==> src/rtl/alarm_snooze_ctrl_if.sv <==
// Signal bundle between the alarm clock / user controls and alarm_snooze_ctrl.
// The master drives the alarm level and buttons; the slave (controller) drives buzzer and status.
interface alarm_snooze_ctrl_if;
  logic       alarm_in;
  logic       snooze_btn;
  logic       stop_btn;
  logic       snooze_enable;
  logic       buzzer;
  logic       stop_alarm;
  logic [1:0] state;
  logic [9:0] snooze_left;
  logic [1:0] snooze_count;
  logic       missed;

  modport master (
    output alarm_in, snooze_btn, stop_btn, snooze_enable,
    input  buzzer, stop_alarm, state, snooze_left, snooze_count, missed
  );

  modport slave (
    input  alarm_in, snooze_btn, stop_btn, snooze_enable,
    output buzzer, stop_alarm, state, snooze_left, snooze_count, missed
  );
endinterface

==> src/rtl/alarm_snooze_ctrl.sv <==
// Ring / snooze / lockout controller clocked by the 1 Hz tick.
// One shared 10-bit timer counts ring time up, snooze and lockout time down.
module alarm_snooze_ctrl #(
  parameter int SNOOZE_SEC   = 300,
  parameter int RING_TIMEOUT = 120,
  parameter int ESCALATE_SEC = 10,
  parameter int LOCKOUT_SEC  = 60,
  parameter int MAX_SNOOZE   = 3
) (
  input  logic               clock_1s,
  input  logic               reset,
  alarm_snooze_ctrl_if.slave bus
);

  typedef enum logic [1:0] {
    IDLE   = 2'd0,
    RING   = 2'd1,
    SNOOZE = 2'd2,
    DONE   = 2'd3
  } state_t;

  localparam logic [9:0] SNOOZE_INIT  = 10'(SNOOZE_SEC);
  localparam logic [9:0] LOCKOUT_INIT = 10'(LOCKOUT_SEC);
  localparam logic [9:0] RING_LAST    = 10'(RING_TIMEOUT - 1);
  localparam logic [9:0] ESCALATE_AT  = 10'(ESCALATE_SEC);
  localparam logic [2:0] SNOOZE_LIMIT = 3'(MAX_SNOOZE);

  state_t     state_q;
  logic [9:0] timer_q;
  logic [1:0] snooze_count_q;
  logic       missed_q;
  logic       snooze_ok;

  assign snooze_ok = bus.snooze_btn && bus.snooze_enable &&
                     ({1'b0, snooze_count_q} < SNOOZE_LIMIT);

  always_ff @(posedge clock_1s or posedge reset) begin
    if (reset) begin
      state_q        <= IDLE;
      timer_q        <= '0;
      snooze_count_q <= '0;
      missed_q       <= 1'b0;
    end else begin
      case (state_q)
        IDLE: begin
          if (bus.alarm_in) begin
            state_q        <= RING;
            timer_q        <= '0;
            missed_q       <= 1'b0;
            snooze_count_q <= '0;
          end
        end
        // Stop outranks snooze, and both outrank the timeout.
        RING: begin
          if (bus.stop_btn) begin
            state_q <= DONE;
            timer_q <= LOCKOUT_INIT;
          end else if (snooze_ok) begin
            state_q        <= SNOOZE;
            timer_q        <= SNOOZE_INIT;
            snooze_count_q <= snooze_count_q + 2'd1;
          end else if (timer_q == RING_LAST) begin
            state_q  <= DONE;
            timer_q  <= LOCKOUT_INIT;
            missed_q <= 1'b1;
          end else begin
            timer_q <= timer_q + 10'd1;
          end
        end
        SNOOZE: begin
          if (bus.stop_btn) begin
            state_q <= DONE;
            timer_q <= LOCKOUT_INIT;
          end else if (timer_q == 10'd1) begin
            state_q <= RING;
            timer_q <= '0;
          end else begin
            timer_q <= timer_q - 10'd1;
          end
        end
        // Lockout keeps stop_alarm high long enough for the alarm minute to pass.
        DONE: begin
          if (timer_q == 10'd1) begin
            state_q <= IDLE;
            timer_q <= '0;
          end else begin
            timer_q <= timer_q - 10'd1;
          end
        end
      endcase
    end
  end

  assign bus.buzzer       = (state_q == RING) && ((timer_q >= ESCALATE_AT) || !timer_q[0]);
  assign bus.stop_alarm   = (state_q == SNOOZE) || (state_q == DONE);
  assign bus.state        = state_q;
  assign bus.snooze_left  = (state_q == SNOOZE) ? timer_q : 10'd0;
  assign bus.snooze_count = snooze_count_q;
  assign bus.missed       = missed_q;

endmodule

==> src/flat_wrapper.sv <==
// flat-port wrapper written by rule: the top's interface ports become plain ports
module alarm_snooze_ctrl_flat 
#(
  parameter int SNOOZE_SEC   = 300,
  parameter int RING_TIMEOUT = 120,
  parameter int ESCALATE_SEC = 10,
  parameter int LOCKOUT_SEC  = 60,
  parameter int MAX_SNOOZE   = 3
)
  (clock_1s, reset, bus_alarm_in, bus_snooze_btn, bus_stop_btn, bus_snooze_enable, bus_buzzer, bus_stop_alarm, bus_state, bus_snooze_left, bus_snooze_count, bus_missed);
  alarm_snooze_ctrl_if bus_i ();
  input  logic clock_1s;
  input  logic reset;
  input wire logic [$bits(bus_i.alarm_in)-1:0] bus_alarm_in;
  input wire logic [$bits(bus_i.snooze_btn)-1:0] bus_snooze_btn;
  input wire logic [$bits(bus_i.stop_btn)-1:0] bus_stop_btn;
  input wire logic [$bits(bus_i.snooze_enable)-1:0] bus_snooze_enable;
  output wire logic [$bits(bus_i.buzzer)-1:0] bus_buzzer;
  output wire logic [$bits(bus_i.stop_alarm)-1:0] bus_stop_alarm;
  output wire logic [$bits(bus_i.state)-1:0] bus_state;
  output wire logic [$bits(bus_i.snooze_left)-1:0] bus_snooze_left;
  output wire logic [$bits(bus_i.snooze_count)-1:0] bus_snooze_count;
  output wire logic [$bits(bus_i.missed)-1:0] bus_missed;
  assign bus_i.alarm_in = bus_alarm_in;
  assign bus_i.snooze_btn = bus_snooze_btn;
  assign bus_i.stop_btn = bus_stop_btn;
  assign bus_i.snooze_enable = bus_snooze_enable;
  assign bus_buzzer = bus_i.buzzer;
  assign bus_stop_alarm = bus_i.stop_alarm;
  assign bus_state = bus_i.state;
  assign bus_snooze_left = bus_i.snooze_left;
  assign bus_snooze_count = bus_i.snooze_count;
  assign bus_missed = bus_i.missed;
  alarm_snooze_ctrl #(.SNOOZE_SEC(SNOOZE_SEC), .RING_TIMEOUT(RING_TIMEOUT), .ESCALATE_SEC(ESCALATE_SEC), .LOCKOUT_SEC(LOCKOUT_SEC), .MAX_SNOOZE(MAX_SNOOZE)) u_core (.clock_1s(clock_1s), .reset(reset), .bus(bus_i));
endmodule
==> config.mk <==
export PLATFORM = sky130hd
export DESIGN_NAME = alarm_snooze_ctrl_flat
export DESIGN_NICKNAME = d
export VERILOG_FILES = /design/src/rtl/alarm_snooze_ctrl_if.sv /design/src/rtl/alarm_snooze_ctrl.sv /design/src/flat_wrapper.sv
export SDC_FILE = /design/constraint.sdc
export NUM_CORES = 1
export LEC_CHECK = 0
export ABC_CLOCK_PERIOD_IN_PS = 2100
export BUFFER_PORTS_ARGS = -buffer_cell sky130_fd_sc_hd__buf_2
export CAP_MARGIN = 10
export CORE_ASPECT_RATIO = 1.75
export CORE_MARGIN = 2
export CORE_UTILIZATION = 30
export DETAILED_ROUTE_END_ITERATION = 8
export SLEW_MARGIN = 5
export SYNTH_ARGS = -nofsm -noshare
export SYNTH_HDL_FRONTEND = slang
export SYNTH_SLANG_ARGS = --single-unit
export TNS_END_PERCENT = 30
==> constraint.sdc <==
create_clock -name clock_1s -period 2.1 [get_ports clock_1s]
set_clock_uncertainty 0.1 [all_clocks]
set_input_delay 0.315 -clock clock_1s [delete_from_list [all_inputs] [get_ports clock_1s]]
set_output_delay 0.315 -clock clock_1s [all_outputs]
set_load 0.1 [all_outputs]
Word level (Yosys, flattened, before mapping)
Index checks and enable logic that the tools add are counted.

storage, ports and cells
  bits in registers = 15
  input bits = 6
  output and inout port bits = 17
  logic and storage cells = 58

cells by class
  add/sub/neg operators = 3
  $lt $le $gt $ge = 2
  equality and inequality tests = 13
  mux-type cells = 25
  reduce and logical (&&, ||, !) cells = 11

operator list
  kind                                                                number
  two-way mux 10 bit                                                  7
  case mux 10 bit (4 select lines)                                    1
  two-way mux 2 bit                                                   10
  adder 10 x 1 -> 10 bit, second input constant                       1
  == test 10 x 1 -> 1 bit, second input constant                      1
  == test 10 x 7 -> 1 bit, second input constant                      1
  greater-or-equal comparator 10 x 4 -> 1 bit, second input constant  1
  subtractor 10 x 1 -> 10 bit, second input constant                  1
  case mux 2 bit (4 select lines)                                     1
  AND reduction 4 bit                                                 2
  != test 2 x 1 -> 1 bit, second input constant                       3
  != test 2 bit, second input constant                                3
  AND reduction 5 bit                                                 1
  == test 2 bit, second input constant                                2
  two-way mux 1 bit                                                   4
  != test 4 x 2 -> 1 bit, second input constant                       1
  case mux 2 bit (2 select lines)                                     1
  logical AND 1 bit                                                   3
  != test 3 x 2 -> 1 bit, second input constant                       1
  adder 2 x 1 -> 2 bit, second input constant                         1
  == test 2 x 1 -> 1 bit, second input constant                       1
  logical NOT 2 bit                                                   1
  logical OR 1 bit                                                    2
  less-than comparator 2 bit, second input constant                   1
  3 further kinds                                                     3

Longest topological paths before layout
  word-level depth = 5
  depth in mapped cells = 8
  depth with buffers taken out = 7

Worst setup path before layout
OpenSTA, ideal clock, no wires.

  path type = register to output
  start point = register u_core.state_q[0] (netlist: u_core.bus.state[0])
  end point = output bus_buzzer
  data arrival time = 2966 ps
  required time = 1685 ps
  setup slack = -1281 ps
  stages on the path, launching flop included = 4
  buffers on the path = 1
  path through = dfrtp_1 clkbuf_1 nand2b_1 a41oi_1

between the ends
  word-level cells in the longest chain between the ends = 2

ends and longest elaborated chain
  item                    RTL line                 text
  start, declared         alarm_snooze_ctrl.sv:28  state_t state_q;
  start signal, assigned  alarm_snooze_ctrl.sv:39  state_q <= IDLE;
  start signal, assigned  alarm_snooze_ctrl.sv:47  state_q <= RING;
  start signal, assigned  alarm_snooze_ctrl.sv:56  state_q <= DONE;
  == test 2 x 1 -> 1 bit  alarm_snooze_ctrl.sv:94  assign bus.buzzer = (state_q == RING) && ((timer_q >= ESCALATE_AT) || !timer_q[0]);
  logical AND 1 bit       alarm_snooze_ctrl.sv:94
  end, declared           flat_wrapper.sv:18       output wire logic [$bits(bus_i.buzzer)-1:0] bus_buzzer;

Every way passes these cells.

Worst setup path in the final report
  start point = register u_core.timer_q[1]
  end point = output bus_buzzer

between the ends
  word-level cells in the longest chain between the ends = 3

ends and longest elaborated chain
  item                                         RTL line                 text
  start, declared                              alarm_snooze_ctrl.sv:29  logic [9:0] timer_q;
  start signal, assigned                       alarm_snooze_ctrl.sv:67  timer_q <= timer_q + 10'd1;
  start signal, assigned                       alarm_snooze_ctrl.sv:78  timer_q <= timer_q - 10'd1;
  start signal, assigned                       alarm_snooze_ctrl.sv:87  timer_q <= timer_q - 10'd1;
  greater-or-equal comparator 10 x 4 -> 1 bit  alarm_snooze_ctrl.sv:94
  logical OR 1 bit                             alarm_snooze_ctrl.sv:94
  logical AND 1 bit                            alarm_snooze_ctrl.sv:94

Every way passes these cells.

==> impl_metrics.csv <==
group,metric,value,unit
outcome,status,"complete, but fails checks",
outcome,violations,"setup timing",
floorplanning,core,4150,sq um
synthesis,ys_ff_latch,15,
synthesis,synth-edff-count,0,
synthesis,synth_fa_ha_area_share,4.85,%
job,drv_cap,0,
synthesis,synth.most_common_cell,"dfrtp_1",
global_routing,grt_max_degree,16,
critical_path,path_buf_inv,3,
synthesis,synth_ff_type,"dfrtp_1",
finish,fin_cells,253,
detailed_routing,drc,0,
detailed_routing,via_per_inst,5.54,
placement,gp_congestion,0.994,
clock_network,clk_pin_slew,0.07,ns
finish,drive_gt1_share,45.1,%
finish,syn_to_final_growth,52.3,%
sta,worst_slew_pin_slew,0.609,ns
sta,drv_slew,0,
critical_path,cp_max_fo,4,
synthesis,synth_area_leaders,"dfrtp_1, o21ai_0, and2_1",
global_routing,grt_pass1_vias,1357,
detailed_routing,routed-wl-met3,118,microns
floorplanning,start_util,31.1,%
placement,dp_hpwl,3.10,mm
critical_path,path_cells,"buf_6 > ha_4 > and2b_2 > o31ai_2 > buf_4 > a41oi_4 > buf_12",
synthesis,synth_xor_area_share,3.39,%
placement,placed_cells,245,
placement,portBuffers,22,
synthesis,yosysSeqAreaShare,29.1,%
detailed_routing,dr_wl_met2,2.19,mm
synthesis,synth_area,1290,sq um
floorplanning,die_h,90.7,microns
floorplanning,die_x,53.6,microns
detailed_routing,wirelength,3.97,mm
detailed_routing,top_layer,"met4",
critical_path,cp-end-kind,"output pin",
finish,diodes,0,
synthesis,netlist-cell-type-count,51,
clock_network,cts_root_buf,"clkbuf_8",
finish,seq_area,380,sq um
synthesis,synthArstFlopShare,100,%
sta,finalCritPeriodShare,100,%
clock_network,cts_htree_levels,1,
sta,tns,-0.000342,ns
global_routing,grt_overflow_total,0,
critical_path,slowest_stage,"dfrtp_1",
synthesis,synth.avg_cell_area,8.16,sq um
finish,utilization,47.3,%
clock_network,cts_tree,"built",
synthesis,synth_top_area_share,29.1,%
critical_path,path_delay_family,"buffers and inverters",
sta,fmax,0.476,GHz
synthesis,synth_nets,169,
synthesis,synthMuxAreaShare,0.776,%
sta,layout_setup_ws,-0.000342,ns
synthesis,ys.warnings.count,0,
sta,final-setup-viol-count,1,
floorplanning,die_area,4860,sq um
detailed_routing,routed-via-count,1401,
finish,multiInputGateArea,935,sq um
sta,rsz0062_at_grt,"yes",
detailed_routing,wl_per_cell,15.7,microns
synthesis,yosys.area.top_type,"dfrtp_1",
synthesis,synth_compound_area_share,24.8,%
synthesis,yosys.area_share.simple,30.8,%
global_routing,grt_pass1_wl,6.60,mm
sta,slew-limit-headroom,59.4,%
clock_network,cts_buffers,3,
worst_hold_path,hold_class,"input port to async pin",
detailed_routing,postRouteAntennaNets,0,
global_routing,grt_usage,18.0,%
detailed_routing,wl_met1,1.52,mm
floorplanning,ios,23,
critical_path,critPathMaxStageDelay,0.38,ns
sta,fin_crit,2.10,ns
clock_network,cts.sinks,15,
critical_path,crit_arrival,1.69,ns
global_routing,antenna_found_initial,0,
critical_path,start_kind,"flop",
detailed_routing,drt-initial-drc-count,42,
detailed_routing,dr.pass1.iters,4,
synthesis,synth_top_family_by_area,"simple AND/OR/NAND/NOR gates",
sta,hold_viol,0,
synthesis,netlist_top_cells_count,"dfrtp_1, o21ai_0, a21oi_1",
clock_network,postCtsHoldBufs,0,
finish,nFillCells,384,
critical_path,required,1.68,ns
clock_network,clk_latency,0.25,ns
floorplanning,rows,31,
critical_path,worstSetupPathType,"flop to output pin",
clock_network,cts_buffer_depth,2,
finish,layout.nets,216,
synthesis,synth_cells,158,
[worst paths after layout]
check | startpoint | to | slack, ns | depth (start not counted)
worst max-delay path | u_core.timer_q[1]$_DFFE_PP0N_ | bus_buzzer | -0.0003 | 7
worst min-delay path | reset | u_core.bus.missed$_DFFE_PP0P_ | 0.03 | 2
worst max register to register | u_core.timer_q[1]$_DFFE_PP0N_ | u_core.timer_q[3]$_DFFE_PP0N_ | 0.09 | 8
worst min register to register | u_core.bus.snooze_count[1]$_DFFE_PP0P_ | u_core.bus.snooze_count[1]$_DFFE_PP0P_ | 0.45 | 1
max in group asynchronous | reset | u_core.bus.snooze_count[1]$_DFFE_PP0P_ | 1.44 | 2
min in group clock_1s | bus_alarm_in | u_core.bus.missed$_DFFE_PP0P_ | 0.20 | 2
[area by class of cell]
cell class                      count  area share [%]
Multi-Input combinational cell    124            47.6
Tap cell                           49            3.12
Timing Repair Buffer               52            25.9
Clock inverter                      1           0.255
Inverter                            9            1.72
Clock buffer                        3            2.10
Sequential cell                    15            19.4
[flip-flops by register name, summed over array words and instances, names as in the netlist]
name and count:
u_core.bus.snooze_count 2, u_core.bus.state 2, u_core.timer_q 10, u_core.bus.missed 1
[per-stage QoR]
step / instance area (sq um) / hold WS [ns] / worst slack, ns
detailed placement: 1800 / 0.318 / 0.0370
global route: 1960 / 0.0779 / -0.0723
finish: 1960 / 0.0302 / -0.000342
floorplan: 1330 / 0.116 / -0.145
CTS: 1920 / 0.0464 / -0.0101
global placement: 1800 / 0.320 / 0.0273
[placed cells by master (no fill, tap or decap), drive strengths merged, types with 2 or more instances in the layout]
cell type	Yosys	routed
and2	11	11
nand3	6	6
a311oi	2	2
dfrtp	15	15
nand2	8	8
a221oi	2	2
o21ai	15	15
clkbuf	8	3
a41oi	2	2
o22ai	3	3
nand2b	2	2
nor4	2	2
xnor2	4	4
and3	2	2
a22o	2	2
ha	5	5
or3	6	6
nor3	11	11
a21oi	12	12
inv	9	9
buf	2	52
or3b	2	2
nand4	2	2
nor2b	2	2
o31ai	4	4
nor2	6	6
[per-layer routing]
layer	global-route usage, %	vias up
met5	0	-
met4	7.69	0
met3	1.82	13
met2	32.3	40
met1	20.2	674
li1	-	674
[what timing repair did]
item,4_1_cts,5_1_grt
pin swaps,0,6
endpoints found under the setup margin,1,10
gates resized for setup,11,15
buffers inserted,3,1
[logic make-up (layout without fill, tap and decap cells)]
kind of cell	Yosys count	count (layout)
AO/OA/AOI/OAI	48	48
XOR/XNOR	5	5
adder cells (fa/ha/maj)	5	5
buffers and inverters	19	65
flip-flops	15	15
multiplexers	1	1
AND/OR/NAND/NOR	65	65
Power is left out: the tool's default activity adds up to more than one toggle a clock period on the data nets, which glitch-free logic cannot reach.
